File: config.mk
export PLATFORM = sky130hd
export DESIGN_NAME = wb_commit_buffer_flat
export DESIGN_NICKNAME = d
export VERILOG_FILES = /design/src/rtl/wb_commit_if.sv /design/src/rtl/wb_commit_buffer.sv /design/src/flat_wrapper.sv
export SDC_FILE = /design/constraint.sdc
export NUM_CORES = 1
export LEC_CHECK = 0
export CAP_MARGIN = 20
export CORE_MARGIN = 8
export CORE_UTILIZATION = 49
export DETAILED_ROUTE_END_ITERATION = 8
export PLACE_DENSITY = 0.76
export SKIP_LAST_GASP = 1
export SLEW_MARGIN = 20
export SYNTH_ARGS = -nofsm -noshare
export SYNTH_HDL_FRONTEND = slang
export SYNTH_SLANG_ARGS = --single-unit
File: constraint.sdc
create_clock -name clk -period 6 [get_ports clk]
set_input_delay 1.2 -clock clk [delete_from_list [all_inputs] [get_ports clk]]
set_output_delay 1.2 -clock clk [all_outputs]
set_load 0.01 [all_outputs]
File: src/rtl/wb_commit_if.sv
// rtl/wb_commit_if.sv - retire-side and commit-side signal bundle for wb_commit_buffer
interface wb_commit_if #(
    parameter int XLEN   = 32,
    parameter int DEPTH  = 4,
    parameter int REG_AW = 5,
    parameter int CSR_AW = 12
);
    localparam int CW = $clog2(DEPTH) + 1;

    logic              flush;
    logic              in_valid;
    logic              in_ready;
    logic [REG_AW-1:0] in_rd_addr;
    logic [XLEN-1:0]   in_rd_wdata;
    logic              in_csr_we;
    logic [CSR_AW-1:0] in_csr_addr;
    logic [XLEN-1:0]   in_csr_wdata;
    logic              in_trap;
    logic [XLEN-1:0]   in_trap_mcause;
    logic [XLEN-1:0]   in_trap_pc;
    logic              rd_we;
    logic [REG_AW-1:0] rd_addr;
    logic [XLEN-1:0]   rd_wdata;
    logic              csr_we;
    logic              csr_ready;
    logic [CSR_AW-1:0] csr_addr;
    logic [XLEN-1:0]   csr_wdata;
    logic              trap_valid;
    logic [XLEN-1:0]   trap_mcause;
    logic [XLEN-1:0]   trap_pc;
    logic [63:0]       instret;
    logic [CW-1:0]     count;

    modport slave (
        input  flush, in_valid, in_rd_addr, in_rd_wdata, in_csr_we, in_csr_addr,
               in_csr_wdata, in_trap, in_trap_mcause, in_trap_pc, csr_ready,
        output in_ready, rd_we, rd_addr, rd_wdata, csr_we, csr_addr, csr_wdata,
               trap_valid, trap_mcause, trap_pc, instret, count
    );

    modport master (
        output flush, in_valid, in_rd_addr, in_rd_wdata, in_csr_we, in_csr_addr,
               in_csr_wdata, in_trap, in_trap_mcause, in_trap_pc, csr_ready,
        input  in_ready, rd_we, rd_addr, rd_wdata, csr_we, csr_addr, csr_wdata,
               trap_valid, trap_mcause, trap_pc, instret, count
    );
endinterface

File: src/rtl/wb_commit_buffer.sv
// rtl/wb_commit_buffer.sv - in-order retire FIFO committing register, CSR and trap effects
module wb_commit_buffer #(
    parameter int XLEN   = 32,
    parameter int DEPTH  = 4,
    parameter int REG_AW = 5,
    parameter int CSR_AW = 12
) (
    input  logic       clk,
    input  logic       rst,
    wb_commit_if.slave bus
);
    localparam int AW = $clog2(DEPTH);
    localparam int CW = AW + 1;
    localparam logic [CW-1:0] FULL = CW'(DEPTH);

    typedef struct packed {
        logic [REG_AW-1:0] rd_addr;
        logic [XLEN-1:0]   rd_wdata;
        logic              csr_we;
        logic [CSR_AW-1:0] csr_addr;
        logic [XLEN-1:0]   csr_wdata;
        logic              trap;
        logic [XLEN-1:0]   mcause;
        logic [XLEN-1:0]   pc;
    } entry_t;

    entry_t        mem_q [DEPTH];
    logic [AW-1:0] wr_ptr_q, wr_ptr_d;
    logic [AW-1:0] rd_ptr_q, rd_ptr_d;
    logic [CW-1:0] count_q, count_d;
    logic [63:0]   instret_q, instret_d;

    entry_t head;
    entry_t in_entry;
    logic   head_valid;
    logic   commit;
    logic   trap_commit;
    logic   push;
    logic   in_ready;

    always_comb begin
        in_entry.rd_addr   = bus.in_rd_addr;
        in_entry.rd_wdata  = bus.in_rd_wdata;
        in_entry.csr_we    = bus.in_csr_we;
        in_entry.csr_addr  = bus.in_csr_addr;
        in_entry.csr_wdata = bus.in_csr_wdata;
        in_entry.trap      = bus.in_trap;
        in_entry.mcause    = bus.in_trap_mcause;
        in_entry.pc        = bus.in_trap_pc;
    end

    // A stalled CSR write blocks its own commit; flush overrides everything, including traps.
    always_comb begin
        head        = mem_q[rd_ptr_q];
        head_valid  = (count_q != '0);
        commit      = head_valid && !bus.flush &&
                      (head.trap || !head.csr_we || bus.csr_ready);
        trap_commit = commit && head.trap;
        in_ready    = rst || (!bus.flush && !trap_commit && ((count_q < FULL) || commit));
        push        = bus.in_valid && in_ready && !rst;
    end

    always_comb begin
        bus.in_ready    = in_ready;
        bus.rd_we       = commit && !head.trap && (head.rd_addr != '0);
        bus.rd_addr     = head.rd_addr;
        bus.rd_wdata    = head.rd_wdata;
        bus.csr_we      = head_valid && head.csr_we && !head.trap && !bus.flush;
        bus.csr_addr    = head.csr_addr;
        bus.csr_wdata   = head.csr_wdata;
        bus.trap_valid  = trap_commit;
        bus.trap_mcause = head.mcause;
        bus.trap_pc     = head.pc;
        bus.instret     = instret_q;
        bus.count       = count_q;
    end

    always_comb begin
        wr_ptr_d  = wr_ptr_q;
        rd_ptr_d  = rd_ptr_q;
        count_d   = count_q;
        instret_d = instret_q;
        if (commit && !head.trap) begin
            instret_d = instret_q + 64'd1;
        end
        if (bus.flush || trap_commit) begin
            wr_ptr_d = '0;
            rd_ptr_d = '0;
            count_d  = '0;
        end else begin
            if (push) begin
                wr_ptr_d = wr_ptr_q + AW'(1);
            end
            if (commit) begin
                rd_ptr_d = rd_ptr_q + AW'(1);
            end
            case ({push, commit})
                2'b10:   count_d = count_q + CW'(1);
                2'b01:   count_d = count_q - CW'(1);
                default: count_d = count_q;
            endcase
        end
    end

    always_ff @(posedge clk or posedge rst) begin
        if (rst) begin
            wr_ptr_q  <= '0;
            rd_ptr_q  <= '0;
            count_q   <= '0;
            instret_q <= '0;
        end else begin
            wr_ptr_q  <= wr_ptr_d;
            rd_ptr_q  <= rd_ptr_d;
            count_q   <= count_d;
            instret_q <= instret_d;
        end
    end

    always_ff @(posedge clk) begin
        if (push) begin
            mem_q[wr_ptr_q] <= in_entry;
        end
    end
endmodule

File: src/flat_wrapper.sv
// flat-port wrapper written by rule: the top's interface ports become plain ports
module wb_commit_buffer_flat 
#(
    parameter int XLEN   = 32,
    parameter int DEPTH  = 4,
    parameter int REG_AW = 5,
    parameter int CSR_AW = 12
)
  (clk, rst, bus_flush, bus_in_valid, bus_in_rd_addr, bus_in_rd_wdata, bus_in_csr_we, bus_in_csr_addr, bus_in_csr_wdata, bus_in_trap, bus_in_trap_mcause, bus_in_trap_pc, bus_csr_ready, bus_in_ready, bus_rd_we, bus_rd_addr, bus_rd_wdata, bus_csr_we, bus_csr_addr, bus_csr_wdata, bus_trap_valid, bus_trap_mcause, bus_trap_pc, bus_instret, bus_count);
  wb_commit_if #(.XLEN(XLEN), .DEPTH(DEPTH), .REG_AW(REG_AW), .CSR_AW(CSR_AW)) bus_i ();
  input  logic clk;
  input  logic rst;
  input wire logic [$bits(bus_i.flush)-1:0] bus_flush;
  input wire logic [$bits(bus_i.in_valid)-1:0] bus_in_valid;
  input wire logic [$bits(bus_i.in_rd_addr)-1:0] bus_in_rd_addr;
  input wire logic [$bits(bus_i.in_rd_wdata)-1:0] bus_in_rd_wdata;
  input wire logic [$bits(bus_i.in_csr_we)-1:0] bus_in_csr_we;
  input wire logic [$bits(bus_i.in_csr_addr)-1:0] bus_in_csr_addr;
  input wire logic [$bits(bus_i.in_csr_wdata)-1:0] bus_in_csr_wdata;
  input wire logic [$bits(bus_i.in_trap)-1:0] bus_in_trap;
  input wire logic [$bits(bus_i.in_trap_mcause)-1:0] bus_in_trap_mcause;
  input wire logic [$bits(bus_i.in_trap_pc)-1:0] bus_in_trap_pc;
  input wire logic [$bits(bus_i.csr_ready)-1:0] bus_csr_ready;
  output wire logic [$bits(bus_i.in_ready)-1:0] bus_in_ready;
  output wire logic [$bits(bus_i.rd_we)-1:0] bus_rd_we;
  output wire logic [$bits(bus_i.rd_addr)-1:0] bus_rd_addr;
  output wire logic [$bits(bus_i.rd_wdata)-1:0] bus_rd_wdata;
  output wire logic [$bits(bus_i.csr_we)-1:0] bus_csr_we;
  output wire logic [$bits(bus_i.csr_addr)-1:0] bus_csr_addr;
  output wire logic [$bits(bus_i.csr_wdata)-1:0] bus_csr_wdata;
  output wire logic [$bits(bus_i.trap_valid)-1:0] bus_trap_valid;
  output wire logic [$bits(bus_i.trap_mcause)-1:0] bus_trap_mcause;
  output wire logic [$bits(bus_i.trap_pc)-1:0] bus_trap_pc;
  output wire logic [$bits(bus_i.instret)-1:0] bus_instret;
  output wire logic [$bits(bus_i.count)-1:0] bus_count;
  assign bus_i.flush = bus_flush;
  assign bus_i.in_valid = bus_in_valid;
  assign bus_i.in_rd_addr = bus_in_rd_addr;
  assign bus_i.in_rd_wdata = bus_in_rd_wdata;
  assign bus_i.in_csr_we = bus_in_csr_we;
  assign bus_i.in_csr_addr = bus_in_csr_addr;
  assign bus_i.in_csr_wdata = bus_in_csr_wdata;
  assign bus_i.in_trap = bus_in_trap;
  assign bus_i.in_trap_mcause = bus_in_trap_mcause;
  assign bus_i.in_trap_pc = bus_in_trap_pc;
  assign bus_i.csr_ready = bus_csr_ready;
  assign bus_in_ready = bus_i.in_ready;
  assign bus_rd_we = bus_i.rd_we;
  assign bus_rd_addr = bus_i.rd_addr;
  assign bus_rd_wdata = bus_i.rd_wdata;
  assign bus_csr_we = bus_i.csr_we;
  assign bus_csr_addr = bus_i.csr_addr;
  assign bus_csr_wdata = bus_i.csr_wdata;
  assign bus_trap_valid = bus_i.trap_valid;
  assign bus_trap_mcause = bus_i.trap_mcause;
  assign bus_trap_pc = bus_i.trap_pc;
  assign bus_instret = bus_i.instret;
  assign bus_count = bus_i.count;
  wb_commit_buffer #(.XLEN(XLEN), .DEPTH(DEPTH), .REG_AW(REG_AW), .CSR_AW(CSR_AW)) u_core (.clk(clk), .rst(rst), .bus(bus_i));
endmodule
**Word-level counts from Yosys, hierarchy flattened**

Memory sizes are Yosys's and may differ from the RTL's.
Cells that the tools add are included.

- Word-level logic and storage cells: 48
- Memories kept: 1
- Output and inout port bits: 216
- RAM bits: 588
- Register bits: 71

Memories:

| memory | depth | width | read ports | clocked after Yosys merged registers in | write ports | line | RTL |
|---|---|---|---|---|---|---|---|
| u_core.mem_q | 4 | 147 | 1 | 0 | 1 | wb_commit_buffer.sv:27 | `entry_t mem_q [DEPTH];` |

- Eq/ne operators: 2
- Add/sub/neg operators: 5
- Mux-type cells: 8
- Reduce and logical (&&, ||, !) cells: 27
- Magnitude comparators: 1

Operators by type and width:

| kind | count |
|---|---|
| adder 64 x 1 -> 64 bit, second input constant | 1 |
| logical AND 1 bit | 12 |
| two-way mux 2 bit | 4 |
| case mux 3 bit (2 select lines) | 1 |
| nonzero test 3 bit | 2 |
| logical NOT 1 bit | 5 |
| logical OR 1 bit | 5 |
| nonzero test 5 bit | 1 |
| adder 2 x 1 -> 2 bit, second input constant | 2 |
| nonzero test 2 bit | 2 |
| adder 3 x 1 -> 3 bit, second input constant | 1 |
| < comparator 3 bit, second input constant | 1 |
| two-way mux 3 bit | 1 |
| subtractor 3 x 1 -> 3 bit, second input constant | 1 |
| equality test 2 x 1 -> 1 bit, second input constant | 1 |
| equality test 2 bit, second input constant | 1 |
| two-way mux 1 bit | 2 |

**Depth between registers and ports, before layout**

Gate-level depths: netlist of the first run.
An unclocked memory read counts as a cell.

- Depth after elaboration: 15
- Gate-level depth with buffers: 9
- Gate-level depth less buffers: 8

**Worst setup path before layout of the first run**

OpenSTA, ideal clock, no wires.

- Path kind: in2reg
- Start: input rst
- End: memory u_core.mem_q[0][0] (netlist bit) (enable)
- Path buffers: 0
- Stages on the path: 4
- Path slack: -2.099 ns
- Required time: 5.476 ns
- Arrival time: 7.575 ns
- Cells stage by stage: inv_1 -> nand2_1 -> a2111oi_0 -> and2_1

- Cells in the longest elaborated chain, start to end: 5
- Elaborated cells between the ends (all ways): 6
- Those cells by class: 2 x mux; 4 x reduce/logical

Ends and longest elaborated chain:

| item | line | RTL |
|---|---|---|
| start, declared | flat_wrapper.sv:12 | `input logic rst;` |
| logical OR 1 bit | wb_commit_buffer.sv:59 | `in_ready = rst \|\| (!bus.flush && !trap_commit && ((count_q < FULL) \|\| commit));` |
| logical AND 1 bit | wb_commit_buffer.sv:60 | `push = bus.in_valid && in_ready && !rst;` |
| logical AND 1 bit (*) | wb_commit_buffer.sv:60 |  |
| two-way mux 1 bit (*) | wb_commit_buffer.sv:120 | `if (push) begin` |
| two-way mux 1 bit (not written as such) (*) | wb_commit_buffer.sv:121 | `mem_q[wr_ptr_q] <= in_entry;` |
| end, declared | wb_commit_buffer.sv:27 |  |

Mark *: on every way between the ends. The rest lies on a longest branch, timed or not.

**Worst setup path in the final report of the first run**

- Start: input bus_csr_ready
- End: output bus_rd_we

- Cells in the longest elaborated chain, start to end: 4

Ends and longest elaborated chain:

| item | line | RTL |
|---|---|---|
| start, declared | flat_wrapper.sv:23 | `input wire logic [$bits(bus_i.csr_ready)-1:0] bus_csr_ready;` |
| logical OR 1 bit | wb_commit_buffer.sv:57 | `(head.trap \|\| !head.csr_we \|\| bus.csr_ready);` |
| logical AND 1 bit | wb_commit_buffer.sv:56 | `commit = head_valid && !bus.flush &&` |
| logical AND 1 bit (2 in series) | wb_commit_buffer.sv:65 | `bus.rd_we = commit && !head.trap && (head.rd_addr != '0);` |
| end, declared | flat_wrapper.sv:25 | `output wire logic [$bits(bus_i.rd_we)-1:0] bus_rd_we;` |

Every way passes these cells.

==> out/summary.txt, run 1 <==
initial drt markers -> 800
post-cts sizing count -> 0
Hold WC Path Type -> flop to flop
ys async rst share -> 10.8%
Hold Buf Count CTS -> 0
clock skew -> 0.0246 ns
Final min period -> 4.61 ns
final hold slack -> 0.486 ns
crit path launch type -> primary input
Post-Synthesis Mean Instance Area -> 22.3 um^2
Final Hold Viols -> 0
top_reg_cell synth -> edfxtp_1
post-CTS setup buffers -> 0
post-route ant nets -> 0
DR top layer -> met5
Worst slew margin -> 35.1%
Final WS setup -> 1.39 ns
fmax -> 217 MHz
metal3 WL -> 5760 um
Synth warnings -> 0
critical path fanouts, max -> 7
clock-pin slew on the worst setup and hold paths -> 0.06 ns
core area -> 0.0498 mm^2
starting density of the core -> 49.3%
Slew @ Worst Pin -> 0.973 ns
Placement Setup Slack -> 1.41 ns
Final Max Tran Viols -> 0
CTS root buf -> clkbuf_16
max_cap viols -> 0
peak supply drop -> 370 uV
CTS tree -> built
input/output buffers -> 367
# clock sinks -> 659
post-synthesis cell type count -> 43
Yosys top cell area share -> 72.0%
P per Cell Area -> 336 mW/mm^2
Commonest cells post-synth -> 588 x edfxtp_1, 146 x mux4_2, 71 x dfrtp_1
RSZ-0062 raised after global routing -> no
Cell Area, Placed -> 0.0291 mm^2
Leakage Power -> 10.2 nW
number of synthesized flops with an enable pin -> 588
Layout area overhead -> 27.5%
register area share after synthesis -> 79.2%
Synth area leader -> edfxtp_1
Data required, critical path -> 4.80 ns
Die Ht -> 240 um
initial antenna violation count -> 12
Placed Instances -> 2,115
Cells after Synth -> 1,098
Die Area -> 0.0575 mm^2
Total Wirelength -> 53,300 um
#FFs+latches synth -> 659
Crit. End Element -> output pin
fin cells -> 2,237
I/O pin cnt -> 368
Skew-Pair Late Insertion Delay -> 0.59 ns
DR vias -> 12,148
DRC Markers -> 0
first-pass GRT wire length -> 79,100 um
TritonCTS Buffers -> 67
Final nets -> 1,670
detailed placer's ending HPWL -> 33,800 um
status -> finished clean
Final GP Congestion -> 0.779
layout cells sized above 1 -> 17.2%
routed length per instance -> 23.8 um
vias per cell -> 5.43
1st-pass router iterations -> 5
most numerous cell in the Yosys netlist -> edfxtp_1
largest cells by area after synthesis -> edfxtp_1 72%, mux4_2 13%, dfrtp_1 7.2%
fin area -> 0.0313 mm^2
grt ovf -> 0
Mapped Area -> 0.0245 mm^2
GR Util All Layers -> 18.3%
Setup violations, final -> 0
Worst Path Arrival -> 3.41 ns
clock tree buffer depth -> 3
Rows -> 82
Worst Setup Path Type -> primary input to output pin
crit share post-route -> 76.8%
Final Util -> 62.8%
vias in the first global route -> 12,754
largest net degree at the start of global routing -> 100
wire length on met2 -> 26,500 um
Die W -> 240 um
wire length on met1 -> 19,800 um
syn nets -> 1,256
H-tree levels -> 3
==> layer usage <==
layer  vias to the layer above  global-route usage [%]
met5                         -                       0
met4                        18                    5.75
met3                        83                    7.55
met2                       431                    29.9
met1                      6252                    22.2
li1                       5364                       -
==> metrics by stage <==
step / total power [mW] / TNS (ns)
6_report: 10.5 / 0
5_1_grt: 10.9 / 0
4_1_cts: 10.6 / 0
3_5_place_dp: 6.56 / 0
3_3_place_gp: 6.54 / 0
2_1_floorplan: 5.89 / -298.84
==> layout by cell type, fill, tap and decap left out, types with 2 or more instances in the layout <==
cell,count
o21ai_0,4
inv_6,2
and3_1,12
bufinv_16,7
nand4_1,19
clkinvlp_4,2
and4_1,7
mux2i_1,2
edfxtp_1,588
dfrtp_4,2
nand2_1,39
diode_2,4
nand2b_1,2
and2_1,3
a31oi_1,2
clkbuf_1,17
nor2_1,22
mux4_2,146
buf_4,11
nor3_1,10
clkbuf_16,68
xnor2_1,48
buf_12,8
nand3_1,26
a21oi_1,5
clkdlybuf4s50_1,367
inv_1,7
clkbuf_4,4
clkinv_2,8
ha_1,5
and2_4,4
dfrtp_1,69
xor2_1,16
clkinv_1,9
==> power by group <==
part	leakage (nW)	internal, mW	switching, mW
sequential	6.27	5.13	0.0689
clock	1.04	2.41	1.63
combinational	2.85	0.683	0.568
==> registers in the layout (all words and copies together) (netlist names) <==
name                cells
u_core.mem_q          588
u_core.bus.instret     64
u_core.bus.count        3
u_core.rd_ptr_q         2
u_core.wr_ptr_q         2
==> logic make-up after synthesis <==
kind of cell    after synthesis  share of synthesized area, %
compound gates               18                         0.475
xor+xnor                     64                          2.29
fa+ha+maj                     6                         0.337
buf+inv                      49                         0.796
flops                       659                          79.2
mux                         149                          13.5
simple gates                153                          3.33
==> final cells by class <==
type | instances | area [um^2]
Antenna cell | 4 | 10.0
Clock buffer | 89 | 1800
Clock inverter | 29 | 333
Fill cell | 3356 | 18500
Inverter | 8 | 30.0
Multi-Input combinational cell | 390 | 4910
Sequential cell | 659 | 19400
Tap cell | 672 | 841
Timing Repair Buffer | 386 | 3920
==> critical path, cell delays in order <==
cell             delay [ns]
clkdlybuf4s50_1        0.47
nand2b_1               0.13
a2bb2oi_1              0.48
nand2_1                0.33
a21oi_1                0.20
clkdlybuf4s50_1        0.60
==> worst paths after layout <==
path                                   startpoint  slack, ns                endpoint  depth (start not counted)
setup / recovery                    bus_csr_ready       1.39               bus_rd_we                          6
hold / removal             u_core.bus.instret[63]       0.49  u_core.bus.instret[63]                          1
setup reg to reg               u_core.rd_ptr_q[1]       2.50     u_core.mem_q[0][68]                          6
hold reg to reg            u_core.bus.instret[63]       0.49  u_core.bus.instret[63]                          1
max in group asynchronous                     rst       4.06      u_core.rd_ptr_q[0]                          3
min in group asynchronous                     rst       1.25      u_core.wr_ptr_q[1]                          3
Note: power is estimated with default switching activity, not from simulation.
==> run 2: changes to the inputs <==
==> constraint.sdc (replaced) <==
create_clock -name clk -period 3.8 [get_ports clk]
set_input_delay 0.76 -clock clk [delete_from_list [all_inputs] [get_ports clk]]
set_output_delay 0.76 -clock clk [all_outputs]
set_load 0.01 [all_outputs]
==> run 2 against run 1 <==
Critical path depth shrank 2; via count grew 2.1%; clock skew shrank 0.0090 ns; global-route usage grew 0.19 points; clock-buffer cell count shrank 11; critical path type is now flop to output pin; highest routed layer unchanged.
==> out/summary.txt, run 2 (synthesis results as in run 1) <==
vias in the first global route -> 13,230 (was 12,754)
post-route ant nets -> 0 (unchanged)
layout cells sized above 1 -> 19.1% (was 17.2%)
grt ovf -> 0 (unchanged)
fmax -> 273 MHz
Leakage Power -> 10.4 nW (was 10.2 nW)
Data required, critical path -> 3.04 ns (was 4.80 ns)
clock tree buffer depth -> 3 (unchanged)
initial antenna violation count -> 13 (was 12)
crit path launch type -> flop (was primary input)
detailed placer's ending HPWL -> 35,400 um (was 33,800 um)
Skew-Pair Late Insertion Delay -> 0.59 ns (about the same)
Die W -> 240 um (unchanged)
H-tree levels -> 3 (unchanged)
Rows -> 82 (unchanged)
# clock sinks -> 659 (unchanged)
Layout area overhead -> 29.4% (was 27.5%)
DR vias -> 12,401 (was 12,148)
Cell Area, Placed -> 0.0296 mm^2 (was 0.0291 mm^2)
CTS root buf -> clkbuf_16 (unchanged)
crit share post-route -> 96.5%
critical path, cell by cell -> mux4_2, or3_1, a211oi_1, clkdlybuf4s50_1 (was clkdlybuf4s50_1, nand2b_1, a2bb2oi_1, nand2_1, a21oi_1, clkdlybuf4s50_1)
Die Ht -> 240 um (unchanged)
Final min period -> 3.67 ns
Hold WC Path Type -> flop to flop (unchanged)
routing usage on met1 -> 22.5% (was 22.2%)
peak supply drop -> 671 uV (was 370 uV)
setup total negative slack -> 0 ns (unchanged)
CP max stage delay -> 0.60 ns (about the same)
met3 global-route usage -> 7.41% (was 7.55%)
Slew @ Worst Pin -> 0.907 ns (was 0.973 ns)
initial drt markers -> 842 (was 800)
Worst slew margin -> 39.5% (was 35.1%)
critical path fanouts, max -> 6 (was 7)
Die Area -> 0.0575 mm^2 (unchanged)
DRC Markers -> 0 (unchanged)
TritonCTS Buffers -> 66 (was 67)
total chip power -> 16.5 mW (was 10.5 mW)
Final Hold Viols -> 0 (unchanged)
Total Wirelength -> 54,000 um (was 53,300 um)
Setup violations, final -> 0 (unchanged)
Worst Setup Path Type -> flop to output pin (was primary input to output pin)
input/output buffers -> 367 (unchanged)
kind of cell adding the most delay to the critical path -> buffers and inverters (unchanged)
CTS tree -> built (unchanged)
routed length per instance -> 23.7 um (was 23.8 um)
starting density of the core -> 49.3% (unchanged)
status -> finished clean (unchanged)
commonest cells after routing, fill and taps aside -> 588 x edfxtp_1, 367 x clkdlybuf4s50_1, 146 x mux4_2 (unchanged)
first-pass GRT wire length -> 80,500 um (was 79,100 um)
clock skew -> 0.0156 ns (was 0.0246 ns)
I/O pin cnt -> 368 (unchanged)
max_cap viols -> 0 (unchanged)
CP max-delay cell -> clkdlybuf4s50_1 (unchanged)
Placed Instances -> 2,144 (was 2,115)
Fill cells -> 3,275 (was 3,356)
Final GP Congestion -> 0.798 (was 0.779)
1st-pass router iterations -> 5 (unchanged)
P per Cell Area -> 521 mW/mm^2 (was 336 mW/mm^2)
Hold Buf Count CTS -> 0 (unchanged)
GR Util All Layers -> 18.5% (was 18.3%)
Final nets -> 1,700 (was 1,670)
Crit. End Element -> output pin (unchanged)
Final Max Tran Viols -> 0 (unchanged)
Worst Path Arrival -> 2.91 ns (was 3.41 ns)
WP buf/inv -> 1 (was 2)
most common cell after layout, fill and taps aside -> edfxtp_1 (unchanged)
vias per cell -> 5.45 (was 5.43)
met2 Use GR -> 30.2% (was 29.9%)
fin cells -> 2,274 (was 2,237)
clock-pin slew on the worst setup and hold paths -> 0.06 ns (about the same)
Final WS setup -> 0.131 ns (was 1.39 ns)
core area -> 0.0498 mm^2 (unchanged)
Placement Setup Slack -> 0.350 ns (was 1.41 ns)
max reg flops -> 588 (unchanged)
Largest Register -> u_core.mem_q (unchanged)
largest net degree at the start of global routing -> 76 (was 100)
fin area -> 0.0317 mm^2 (was 0.0313 mm^2)
layer with the highest usage -> met2 (unchanged)
==> run 2: changes by cell type in the layout (fill, tap and decap cells not counted), moves of 2 or more <==
cell,before,now
buf_12,8,22
buf_4,11,25
clkinv_1,9,17
clkbuf_1,17,10
clkbuf_4,4,0
clkinv_2,8,12
clkinvlp_4,2,5
diode_2,4,7
bufinv_16,7,5
==> run 2: area by class of cell <==
class                           instances  area (um^2)  area share, %
Sequential cell                       659        19400           61.3
Multi-Input combinational cell        390         4930           15.5
Timing Repair Buffer                  417         4370           13.8
Clock buffer                           78         1740           5.48
Tap cell                              672          841           2.65
Clock inverter                         43          367           1.16
Inverter                                8         33.8          0.106
Antenna cell                            7         17.5         0.0552
==> run 2: power by group <==
part / leakage (nW) / internal (mW) / switching [mW] / total (mW)
combinational: 3.07 / 1.13 / 0.936 / 2.07
sequential: 6.27 / 8.09 / 0.110 / 8.20
clock: 1.02 / 3.64 / 2.64 / 6.27
total: 10.4 / 12.9 / 3.68 / 16.5
==> run 2: timing repair <==
item / in CTS / in global routing
buffers inserted: 0 / 1
endpoints found under the setup margin: 6 / 40
resized for setup: 1 / 1
pin swaps: 0 / 0
cloned: 0 / 1
==> run 2: per-stage QoR <==
step | hold slack, ns | utilization (%)
after floorplan | 0.503 | -
after global placement | 0.461 | 59.4
after detailed placement | 0.459 | 59.4
after CTS | 0.485 | 63.7
after global routing | 0.516 | 63.8
final | 0.486 | 63.8
==> run 2: path summary, 6_finish.rpt <==
| check | slack, ns | endpoint | cells past startpoint | start |
|---|---|---|---|---|
| max in group asynchronous | 2.17 | u_core.rd_ptr_q[0] | 3 | rst |
| min in group asynchronous | 0.97 | u_core.bus.instret[22] | 3 | rst |
| worst max-delay path | 0.13 | bus_csr_we | 4 | u_core.rd_ptr_q[0] |
| worst max register to register | 0.70 | u_core.mem_q[1][142] | 6 | u_core.rd_ptr_q[0] |
| worst min register to register | 0.49 | u_core.bus.instret[63] | 1 | u_core.bus.instret[63] |
| worst min-delay path | 0.49 | u_core.bus.instret[63] | 1 | u_core.bus.instret[63] |
==> run 2: metal layers <==
metal,share of wire (%),wire [um]
met5,0.15,79
met4,2.4,1320
met3,10,5610
met2,49,26600
met1,38,20300
==> run 3: changes to the inputs <==
--- a/config.mk
+++ b/config.mk
@@ -9,6 +9,7 @@
 export CORE_MARGIN = 8
 export CORE_UTILIZATION = 49
 export DETAILED_ROUTE_END_ITERATION = 8
+export GPL_ROUTABILITY_DRIVEN = 0
 export PLACE_DENSITY = 0.76
 export SKIP_LAST_GASP = 1
 export SLEW_MARGIN = 20
==> results of run 3 <==
The final DEF is identical to that of run 2; final timing and power are the same.
==> variant 1 (settings of run 1) <==
Take the reset off `instret_q` and load it in a clocked block of its own.
--- a/src/rtl/wb_commit_buffer.sv
+++ b/src/rtl/wb_commit_buffer.sv
@@ -109,3 +109,2 @@
             count_q   <= '0;
-            instret_q <= '0;
         end else begin
@@ -114,4 +113,7 @@
             count_q   <= count_d;
-            instret_q <= instret_d;
         end
+    end
+
+    always_ff @(posedge clk) begin
+        instret_q <= instret_d;
     end
Function: changed (Yosys sat finds a counterexample within 4 cycles, from zero or initial values and one cycle with rst high; the reset may be asserted at any time).
==> variant 1 against run 1 <==
- global-route usage is 0.12 points lower
- setup slack worse by 0.11 ns
- critical path type is now reg -> out
- sequential share of layout area is 0.081 points higher
- area after synthesis is 2.0% higher
- non-clock buffer count is 5 lower
- first-iteration DRC count is 6.4% higher
- sequential cell count stayed put
- design area is 1.5% higher
- wire length is 1.1% higher
Power is not compared: it rests on default switching activity, and its combinational part moved more than twofold at a synthesized area within 25%.
==> variant 1: results (changes against run 1) <==
* Final-layout clock buffer total: 84 (-5.6%)
- The pin count of the biggest net entering global routing came to 148 (+48%).
- The flow ran to the end, and the final reports show no timing, DRC or antenna violations.
- Endpoint of the worst hold path: u_core.bus.instret[1]
- Nonclk buf count: 381 (-1.3%)
- Placement Cell Area: 0.0296 mm^2 (+1.5%)
- Layout cell share with drive strength beyond 1: 17.9% (+0.62 points)
- The critical path ends at bus_trap_pc[28].
- NonClk Buf Share: 12.2% (-0.31 points)
- The total die area was 0.0586 mm^2 (+1.9%).
* Count of flip-flops with a built-in enable after synthesis: 652 (+11%)
- GRT Resource Usage Total: 18.2% (-0.12 points)
- The count of flip-flops and latches is 659 (unchanged).
- Worst clock skew on the final layout: 0.0245 ns (-0.0000979 ns)
- Post-synthesis mux area share: 13.4% (-0.18 points)
* Non-filler instance count after layout: 2250 (+0.58%)
* Reg-to-Reg Start: u_core.rd_ptr_q[0]
- The number of filler cells placed in the layout was 3479 (+3.7%).
- The slowest stage of the critical path belongs to the cell sky130_fd_sc_hd__dfrtp_4.
- Register-to-Register Path Depth: 5 (-1)
- The synthesized-area fraction occupied by adder cells is 0.330% (-0.0068 points).
- Proportion of cell area spent on the clock network: 6.78% (-0.023 points)
* Final design utilization: 62.4% (-0.46 points)
- The transition time of the tightest slew-check pin came to 1.12 ns (+0.147 ns).
- Synthesized Nets: 1259 (+0.24%)
- The number of global-route vias before repair came to 13000 (+2.0%).
- Final estimated routing congestion in global placement: 0.797 (+2.4%)
- Fin Hold WS: 0.602 ns (+0.116 ns)
- The average via count per standard cell came to 5.42 (-0.13%).
- Most numerous cell types in the synthesized netlist: 652 x sky130_fd_sc_hd__edfxtp_1, 148 x sky130_fd_sc_hd__mux4_2, 38 x sky130_fd_sc_hd__xor2_1
- Post-Place Cells: 2122 (+0.33%)
* Total chip power: 12.2 mW
- Compound-gate portion of the synthesized area: 0.460% (-0.015 points)
- Post-Synthesis Cells: 1101 (+0.27%)
- The highest clock frequency the design can meet was 212 MHz (-2.3%).
- Xor-xnor portion of the synthesized cell area: 2.27% (-0.011 points)
- Maximum fanout encountered on the critical timing path: 47 (+40)
- Wire length of the first global-routing pass: 82000 um (+3.7%)
- Unique masters post-synth: 47 (+9.3%)
- By area the synthesized netlist is led by sky130_fd_sc_hd__edfxtp_1 78%, sky130_fd_sc_hd__mux4_2 13%, sky130_fd_sc_hd__xor2_1 1.3%, sky130_fd_sc_hd__xnor2_1 0.94%, sky130_fd_sc_hd__dfrtp_1 0.70%.
- The worst hold path begins at u_core.bus.instret[1].
- Wire length after detailed routing: 53900 um (+1.1%)
==> variant 1: cell count changes after synthesis, sizes merged, moves of 8 or more <==
| cell | run 1 | this run |
|---|---|---|
| dfrtp | 71 | 7 |
| edfxtp | 588 | 652 |
| xor2 | 16 | 38 |
| xnor2 | 48 | 27 |
| clkbuf | 23 | 11 |
| buf | 18 | 29 |
| nor3 | 11 | 22 |
| nand2 | 39 | 31 |
| nand3 | 26 | 18 |
| nand4 | 19 | 11 |
| nor4 | 3 | 11 |
==> variant 1: worst reg2reg max path: cells and delay by family (launching register included) <==
kind	cells	cell delay [ns]
buffers and inverters	1	0.44
AND/OR/NAND/NOR	1	0.80
multiplexers	1	0.69
flip-flops	1	0.88
AO/OA/AOI/OAI	2	0.80
==> variant 1: routing by layer <==
layer	part of all wire [%]	GRT usage, %	wire length (um)
met2	51	29.9	27300
met3	7.0	5.61	3790
met4	1.9	6.15	1020
met1	40	22.9	21700
met5	0.12	0	62
==> variant 2 (config.mk and constraints of run 1) <==
Without the edit above. `CSR_AW` is set to 12 in 3 places; all go to 13.
--- a/src/rtl/wb_commit_if.sv
+++ b/src/rtl/wb_commit_if.sv
@@ -5,3 +5,3 @@
     parameter int REG_AW = 5,
-    parameter int CSR_AW = 12
+    parameter int CSR_AW = 13
 );
--- a/src/rtl/wb_commit_buffer.sv
+++ b/src/rtl/wb_commit_buffer.sv
@@ -5,3 +5,3 @@
     parameter int REG_AW = 5,
-    parameter int CSR_AW = 12
+    parameter int CSR_AW = 13
 ) (
--- a/src/flat_wrapper.sv
+++ b/src/flat_wrapper.sv
@@ -6,3 +6,3 @@
     parameter int REG_AW = 5,
-    parameter int CSR_AW = 12
+    parameter int CSR_AW = 13
 )
Ports: changed (resized bus_csr_addr and bus_in_csr_addr); port bits go from 368 to 370. The function was not compared with the original's and may differ.
==> variant 2 against run 1 <==
- area after synthesis up 1.1%
- sequential power up 0.8%
- worst hold slack worse by 0.025 ns
- clock skew down 0.0034 ns
- setup slack better by 0.11 ns
- design area up 0.94%
- wire length up 1.2%
- sequential cell count up 4
- register-to-register slack worse by 0.49 ns
- utilization up 0.20 points
- total power down 0.70%
- via count up 1.1%
==> variant 2: results (changes against run 1) <==
- Met1 Wirelength: 20900 um (+5.6%)
- Length of routed met3 wiring: 5140 um (-11%)
- Final estimated routing congestion in global placement: 0.831 (+6.7%)
* Pre-CTS WS: 1.56 ns (+0.154 ns)
- The worst endpoint data arrival time was 3.30 ns (-0.11 ns).
- Most numerous cell types in the synthesized netlist: 592 x sky130_fd_sc_hd__edfxtp_1, 147 x sky130_fd_sc_hd__mux4_2, 71 x sky130_fd_sc_hd__dfrtp_1
* Compound-gate portion of the synthesized area: 0.434% (-0.041 points)
* Detail-routed net length per standard cell: 23.9 um (+0.38%)
- The number of nets produced by synthesis came to 1275 (+1.5%).
- The overall via count from detail_route was 12300 (+1.1%).
- The number of flip-flops in the largest register is 592 (+0.68%).
- Remaining global-route overflow: 0 (unchanged)
- Delay of the slowest cell on the worst path: 0.76 ns (+0.16 ns)
- The share of the synthesized netlist area taken by xor and xnor gates came to 2.26% (-0.026 points).
* Worst supply voltage drop on vdd: 0.252 mV (-32%)
- The global-route usage over all layers came to 18.5% (+0.19 points).
- Maximum number of pins on one net before global-route repair: 90 (-10%)
- Unique masters post-synth: 41 (-4.7%)
- Post-Place Cells: 2131 (+0.76%)
- Synth Area in Adders: 0.333% (-0.0038 points)
- The flow ran to the end, and the final reports show no timing, DRC or antenna violations.
- Max Cap Violations: 0 (unchanged)
- The async set-reset flop share out of synthesis is 10.7% (-0.065 points).
- The post-detailed-placement cell area is 0.0294 mm^2 (+0.95%).
* Post-synthesis mux area share: 13.5% (-0.057 points)
* Count of flip-flops with a built-in enable after synthesis: 592 (+0.68%)
* Inserted Clock Buffers: 68 (+1.5%)
- Wire length of the first global-routing pass: 80500 um (+1.7%)
- The biggest fanout along the worst timing path is 40 (+33).
- Vias in the first global route: 13000 (+1.9%)
- Ranked by total cell area, the synthesized netlist is headed by sky130_fd_sc_hd__edfxtp_1 72%, sky130_fd_sc_hd__mux4_2 13%, sky130_fd_sc_hd__dfrtp_1 7.2%, sky130_fd_sc_hd__xnor2_1 1.3%, sky130_fd_sc_hd__xor2_1 0.95%.
* LEAKAGE: 10.3 nW (+1.9%)
* Seq/Total Area, Yosys: 78.8% (-0.41 points)
* Non-filler instance count after layout: 2256 (+0.85%)
* Post-Synthesis Cells: 1116 (+1.6%)
- Layout cell share with drive strength beyond 1: 18.1% (+0.83 points)
- For this design, the slowest cell found on the critical path is sky130_fd_sc_hd__dfrtp_4.
## variant 2: cell count changes in the layout (fill, tap and decap cells not counted), sizes merged, moves of 7 or more
| cell | change |
|---|---|
| clkinv | +13 |
| nor3 | +9 |
| xnor2 | -11 |
| xor2 | +11 |
| nor2 | +10 |
| nand2 | -7 |
## variant 2: report_power, final
part           internal (mW)  leakage (nW)  total [mW]  switching (mW)
logic                  0.616          2.99        1.14           0.522
clock network           2.36          1.06        4.04            1.68
registers               5.17          6.29        5.24          0.0720
total                   8.14          10.3        10.4            2.28
## variant 2: area by class of cell
| cell class | count | area (um^2) |
|---|---|---|
| diodes | 1 | 2.50 |
| clock buffers | 87 | 1850 |
| clock inverters | 37 | 304 |
| fillers | 3426 | 18500 |
| inverters | 13 | 48.8 |
| multi-input cells | 398 | 5030 |
| flip-flops and latches | 663 | 19600 |
| well taps | 672 | 841 |
| repair buffers | 385 | 3930 |
## variant 2: final timing paths
check | startpoint | endpoint | slack [ns]
max | u_core.rd_ptr_q[0] | bus_csr_wdata[7] | 1.50
min reg2reg | u_core.bus.instret[63] | u_core.bus.instret[63] | 0.46
max in group asynchronous | rst | u_core.rd_ptr_q[1] | 4.04
min in group asynchronous | rst | u_core.bus.instret[8] | 0.86
max reg2reg | u_core.rd_ptr_q[0] | u_core.mem_q[1][112] | 2.01
min | u_core.bus.instret[63] | u_core.bus.instret[63] | 0.46
## variant 2: metal layers
layer  vias to the layer above  global-route usage [%]
met5                         -                       0
met4                        18                    5.04
met3                        78                    6.95
met2                       445                    30.4
met1                      6332                    23.1
li1                       5407                       -
